[src/rtl/lif_array_if.sv]
// Bus bundle for the leaky integrate-and-fire array.
// Covers step control, per-neuron currents, neuron configuration and registered results.
interface lif_array_if #(
    parameter int unsigned N_NEURONS = 4,
    parameter int unsigned WIDTH     = 8,
    parameter int unsigned REFRAC_W  = 3
);
    logic                          en;
    logic [N_NEURONS*WIDTH-1:0]    current;
    logic [WIDTH-1:0]              threshold;
    logic [2:0]                    leak_shift;
    logic [REFRAC_W-1:0]           refrac_cycles;
    logic                          reset_mode;
    logic                          clr_count;
    logic [N_NEURONS*WIDTH-1:0]    state;
    logic [N_NEURONS-1:0]          spike;
    logic [15:0]                   total_spikes;

    modport master (
        output en, current, threshold, leak_shift, refrac_cycles, reset_mode, clr_count,
        input  state, spike, total_spikes
    );

    modport slave (
        input  en, current, threshold, leak_shift, refrac_cycles, reset_mode, clr_count,
        output state, spike, total_spikes
    );
endinterface

[src/rtl/lif_array.sv]
// Array of N leaky integrate-and-fire neurons stepped in parallel on each enabled clock,
// with shift leak, saturation, zero/subtract reset, refractory hold and a global spike counter.
module lif_array #(
    parameter int unsigned N_NEURONS = 4,
    parameter int unsigned WIDTH     = 8,
    parameter int unsigned REFRAC_W  = 3
) (
    input  logic        clk,
    input  logic        rst,
    lif_array_if.slave  bus
);
    localparam int unsigned CNT_W = 16;

    logic [N_NEURONS*WIDTH-1:0]    state_q, state_d;
    logic [N_NEURONS*REFRAC_W-1:0] refrac_q, refrac_d;
    logic [N_NEURONS-1:0]          spike_q, spike_d;
    logic [CNT_W-1:0]              total_q, total_d;
    logic [CNT_W-1:0]              pop;

    logic [WIDTH-1:0]              s, leak, s_leaked, cur, sat;
    logic [WIDTH:0]                sum;

    // Per-neuron next-step computation and popcount of the new spike vector
    always_comb begin
        state_d  = state_q;
        refrac_d = refrac_q;
        spike_d  = '0;
        pop      = '0;
        s        = '0;
        leak     = '0;
        s_leaked = '0;
        cur      = '0;
        sat      = '0;
        sum      = '0;
        if (bus.en) begin
            for (int i = 0; i < N_NEURONS; i++) begin
                s        = state_q[i*WIDTH +: WIDTH];
                leak     = (bus.leak_shift == 3'd0) ? '0 : (s >> bus.leak_shift);
                s_leaked = s - leak;
                cur      = bus.current[i*WIDTH +: WIDTH];
                sum      = {1'b0, s_leaked} + {1'b0, cur};
                sat      = sum[WIDTH] ? '1 : sum[WIDTH-1:0];
                if (refrac_q[i*REFRAC_W +: REFRAC_W] != '0) begin
                    state_d[i*WIDTH +: WIDTH]        = s_leaked;
                    refrac_d[i*REFRAC_W +: REFRAC_W] = refrac_q[i*REFRAC_W +: REFRAC_W] - REFRAC_W'(1);
                end else if ((bus.threshold != '0) && (sat >= bus.threshold)) begin
                    spike_d[i]                       = 1'b1;
                    state_d[i*WIDTH +: WIDTH]        = bus.reset_mode ? (sat - bus.threshold) : '0;
                    refrac_d[i*REFRAC_W +: REFRAC_W] = bus.refrac_cycles;
                    pop                              = pop + CNT_W'(1);
                end else begin
                    state_d[i*WIDTH +: WIDTH]        = sat;
                end
            end
        end
    end

    // Clear loads this step's spikes so a coincident spike is still counted
    always_comb begin
        total_d = total_q;
        if (bus.clr_count)
            total_d = bus.en ? pop : '0;
        else if (bus.en)
            total_d = total_q + pop;
    end

    always_ff @(posedge clk or posedge rst) begin
        if (rst) begin
            state_q  <= '0;
            refrac_q <= '0;
            spike_q  <= '0;
            total_q  <= '0;
        end else begin
            state_q  <= state_d;
            refrac_q <= refrac_d;
            spike_q  <= spike_d;
            total_q  <= total_d;
        end
    end

    assign bus.state        = state_q;
    assign bus.spike        = spike_q;
    assign bus.total_spikes = total_q;
endmodule

[src/flat_wrapper.sv]
// flat-port wrapper written by rule: the top's interface ports become plain ports
module lif_array_flat 
#(
    parameter int unsigned N_NEURONS = 4,
    parameter int unsigned WIDTH     = 8,
    parameter int unsigned REFRAC_W  = 3
)
  (clk, rst, bus_en, bus_current, bus_threshold, bus_leak_shift, bus_refrac_cycles, bus_reset_mode, bus_clr_count, bus_state, bus_spike, bus_total_spikes);
  lif_array_if #(.N_NEURONS(N_NEURONS), .WIDTH(WIDTH), .REFRAC_W(REFRAC_W)) bus_i ();
  input  logic clk;
  input  logic rst;
  input wire logic [$bits(bus_i.en)-1:0] bus_en;
  input wire logic [$bits(bus_i.current)-1:0] bus_current;
  input wire logic [$bits(bus_i.threshold)-1:0] bus_threshold;
  input wire logic [$bits(bus_i.leak_shift)-1:0] bus_leak_shift;
  input wire logic [$bits(bus_i.refrac_cycles)-1:0] bus_refrac_cycles;
  input wire logic [$bits(bus_i.reset_mode)-1:0] bus_reset_mode;
  input wire logic [$bits(bus_i.clr_count)-1:0] bus_clr_count;
  output wire logic [$bits(bus_i.state)-1:0] bus_state;
  output wire logic [$bits(bus_i.spike)-1:0] bus_spike;
  output wire logic [$bits(bus_i.total_spikes)-1:0] bus_total_spikes;
  assign bus_i.en = bus_en;
  assign bus_i.current = bus_current;
  assign bus_i.threshold = bus_threshold;
  assign bus_i.leak_shift = bus_leak_shift;
  assign bus_i.refrac_cycles = bus_refrac_cycles;
  assign bus_i.reset_mode = bus_reset_mode;
  assign bus_i.clr_count = bus_clr_count;
  assign bus_state = bus_i.state;
  assign bus_spike = bus_i.spike;
  assign bus_total_spikes = bus_i.total_spikes;
  lif_array #(.N_NEURONS(N_NEURONS), .WIDTH(WIDTH), .REFRAC_W(REFRAC_W)) u_core (.clk(clk), .rst(rst), .bus(bus_i));
endmodule
[config.mk]
export PLATFORM = sky130hd
export DESIGN_NAME = lif_array_flat
export DESIGN_NICKNAME = d
export VERILOG_FILES = /design/src/rtl/lif_array_if.sv /design/src/rtl/lif_array.sv /design/src/flat_wrapper.sv
export SDC_FILE = /design/constraint.sdc
export NUM_CORES = 1
export LEC_CHECK = 0
export CAP_MARGIN = 30
export CORE_ASPECT_RATIO = 1.1
export CORE_MARGIN = 2
export CORE_UTILIZATION = 55
export CTS_BUF_LIST = sky130_fd_sc_hd__clkbuf_4
export DETAILED_ROUTE_END_ITERATION = 8
export HOLD_SLACK_MARGIN = 0.15
export PLACE_DENSITY_LB_ADDON = 0.2
export SLEW_MARGIN = 20
export SYNTH_ARGS = -nofsm -noshare
export SYNTH_HDL_FRONTEND = slang
export SYNTH_SLANG_ARGS = --single-unit
[constraint.sdc]
create_clock -name clk -period 15.8 [get_ports clk]
set_input_delay 1.58 -clock clk [delete_from_list [all_inputs] [get_ports clk]]
set_output_delay 1.58 -clock clk [all_outputs]
set_load 0.01 [all_outputs]
==> impl_metrics.env <==
export IMPL_status="completed"
export IMPL_criticalPathCategory="in2reg"
export IMPL_cts_setup_buffers=0
export IMPL_clock_latency_ns=0.47
export IMPL_antenna_found_initial=1
export IMPL_placementRows=46
export IMPL_ant_nets=0
export IMPL_worst_endpoint_required_ns=16.14
export IMPL_post_route_period_util=0.664
export IMPL_fillers=1294
export IMPL_async_reset_ff_frac=1.00
export IMPL_cts_hold_repair_buffers=0
export IMPL_grt_pass1_wl_microns=36400
export IMPL_finalHoldViolCount=0
export IMPL_synthCells=1009
export IMPL_instances_no_fill=1296
export IMPL_relSlewSlack=0.415
export IMPL_clock_sinks=64
export IMPL_worstRegToRegCells=43
export IMPL_drcViolationCount=0
export IMPL_grt_pass1_vias=7529
export IMPL_setup_violations=0
export IMPL_htree_levels=3
export IMPL_synth_edf_count=0
export IMPL_synth_seq_area_share=0.201
export IMPL_io_pin_count=103
export IMPL_place_inst=1279
export IMPL_clockRootBuffer="clkbuf_4"
export IMPL_tightest_slew_ns=0.877
export IMPL_min_path_cells=1
export IMPL_crit_family="adder cells"
export IMPL_slew_viol_final=0
export IMPL_synth_seq_cells=64
export IMPL_synth_warnings=0
export IMPL_setup_tns_ns=0
export IMPL_cp_max_fo=19
export IMPL_clk_path_buf_depth=2
export IMPL_arrival_ns=10.84
export IMPL_cp_buffers_inverters=3
export IMPL_cts_buffers=9
export IMPL_period_minus_slack_ns=10.50
export IMPL_slowest_delay_ns=0.88
export IMPL_synth_flop_cell="dfrtp_1"
export IMPL_wl_microns=22600
export IMPL_ys_types=72
export IMPL_core_area_sq_mm=0.0143
export IMPL_synth_area_sq_mm=0.00797
export IMPL_wl_per_cell_microns=17.5
export IMPL_nets=1269
export IMPL_path_clk_slew_ns=0.12
export IMPL_numPortBuffers=102
export IMPL_fmax_mhz=95.2
export IMPL_overflow=0
export IMPL_crit_path_end_kind="flop"
export IMPL_die_area_sq_mm=0.0155
export IMPL_die_h_microns=130
export IMPL_grt_max_degree=65
export IMPL_drive_above_1_share=0.0481
export IMPL_rsz0062_at_grt="false"
export IMPL_drt_iter0_drc=559
export IMPL_final_util=0.655
export IMPL_synth_avg_cell_area_sq_um=7.89
export IMPL_cts_resized=0
export IMPL_cp_slowest_cell="clkdlybuf4s50_1"
export IMPL_syn_nets=1180
export IMPL_rrSetupSlack_ns=7.02
export IMPL_cts_tree="built"
export IMPL_startpoint_type="input port"
export IMPL_num_vias=7829
export IMPL_dp_hpwl_microns=17200
export IMPL_start_util=0.558
export IMPL_drv_cap=0
export IMPL_drt_pass1_iter_count=5
export IMPL_routed_via_density=6.04
export IMPL_routabilityCongestion=0.945
export IMPL_hp_class="reg2reg"
export IMPL_area_growth_pct=17.3
export IMPL_track_usage=0.297
export IMPL_chipWidth_microns=119
export IMPL_fin_skew_ns=0.0190
export IMPL_cp_depth=44
sequential cells by signal, indices dropped and copies added, names as in the netlist:
signal	count
u_core.bus.spike	4
u_core.bus.state	32
u_core.bus.total_spikes	16
u_core.refrac_q	12
cell families (layout without fill, tap and decap cells):
group / count (synthesis) / count (layout) / synth area share
buffers and inverters: 93 / 187 / 0.0440
AO/OA/AOI/OAI: 309 / 309 / 0.246
other: 0 / 1 / 0
adder cells (fa/ha/maj): 120 / 120 / 0.201
AND/OR/NAND/NOR: 325 / 325 / 0.189
XOR/XNOR: 75 / 75 / 0.0825
multiplexers: 23 / 23 / 0.0358
flip-flops: 64 / 64 / 0.201
placed cells by master (no fill, tap or decap), types with 11 or more instances in the layout:
cell type | netlist | routed
nand2_1 | 96 | 96
o21ai_0 | 56 | 56
nand3_1 | 11 | 11
o21bai_1 | 11 | 11
o21a_1 | 14 | 14
inv_1 | 61 | 60
dfrtp_1 | 64 | 64
a31oi_1 | 21 | 21
a21oi_1 | 96 | 96
nor2_1 | 107 | 107
clkdlybuf4s50_1 | 0 | 101
nand2b_1 | 34 | 34
fa_1 | 13 | 13
nor2b_1 | 17 | 17
xnor2_1 | 40 | 40
ha_1 | 107 | 107
xor2_1 | 35 | 35
a21o_1 | 26 | 26
nor3_1 | 15 | 15
per-stage QoR:
step	instance area (sq um)	setup slack [ns]	hold slack, ns
global route	9340	4.42	0.510
detailed placement	9150	4.94	0.476
finish	9340	5.30	0.498
global placement	9150	5.11	0.470
CTS	9340	5.42	0.495
floorplan	7970	6.45	0.449
worst paths after layout:
check / startpoint / to
setup reg to reg: u_core.bus.state[6] / u_core.bus.total_spikes[12]
setup / recovery: bus_leak_shift[2] / u_core.bus.total_spikes[12]
min in group asynchronous: rst / u_core.bus.state[31]
max in group asynchronous: rst / u_core.refrac_q[8]
hold reg to reg: u_core.refrac_q[8] / u_core.refrac_q[8]
hold / removal: u_core.refrac_q[8] / u_core.refrac_q[8]
routing by layer:
layer  vias to the layer above  GRT usage  routed length [microns]  share of wire
li1                       3803          -                        -              -
met3                        59     0.0555                     1620          0.072
met2                       303      0.522                    10800           0.48
met4                         0      0.137                      910          0.040
met1                      3664      0.354                     9290           0.41
met5                         -          0                        0              0
area by class of cell:
type / count / area [sq um] / area share
Multi-Input combinational cell: 852 / 6010 / 0.644
Sequential cell: 64 / 1600 / 0.171
Timing Repair Buffer: 108 / 1060 / 0.114
Tap cell: 192 / 240 / 0.0257
Inverter: 63 / 236 / 0.0253
Clock inverter: 7 / 120 / 0.0129
Clock buffer: 9 / 67.6 / 0.00723
Antenna cell: 1 / 2.50 / 0.000268
cells in the mapped netlist (6+ instances only):
master | instances | area (sq um)
a21oi_1 | 96 | 480
o21bai_1 | 11 | 82.6
mux2i_1 | 9 | 90.1
o211ai_1 | 10 | 75.1
mux2_2 | 10 | 113
o21ai_0 | 56 | 280
a31oi_1 | 21 | 131
nor4_1 | 8 | 50.1
inv_1 | 61 | 229
xnor2_1 | 40 | 350
fa_1 | 13 | 260
o22a_1 | 6 | 52.6
a21o_1 | 26 | 195
nand2b_1 | 34 | 213
nor3_1 | 15 | 75.1
a221oi_1 | 7 | 61.3
o21ai_1 | 10 | 50.1
o21a_1 | 14 | 105
nand3_1 | 11 | 55.1
nor2b_1 | 17 | 106
xor2_1 | 35 | 307
nand4_1 | 7 | 43.8
nand2_1 | 96 | 360
nor2_1 | 107 | 402
dfrtp_1 | 64 | 1600
ha_1 | 107 | 1340
clkbuf_1 | 28 | 105
a22oi_1 | 10 | 75.1
Power is left out: the tool's default activity adds up to more than one toggle a clock period on the data nets, which glitch-free logic cannot reach.
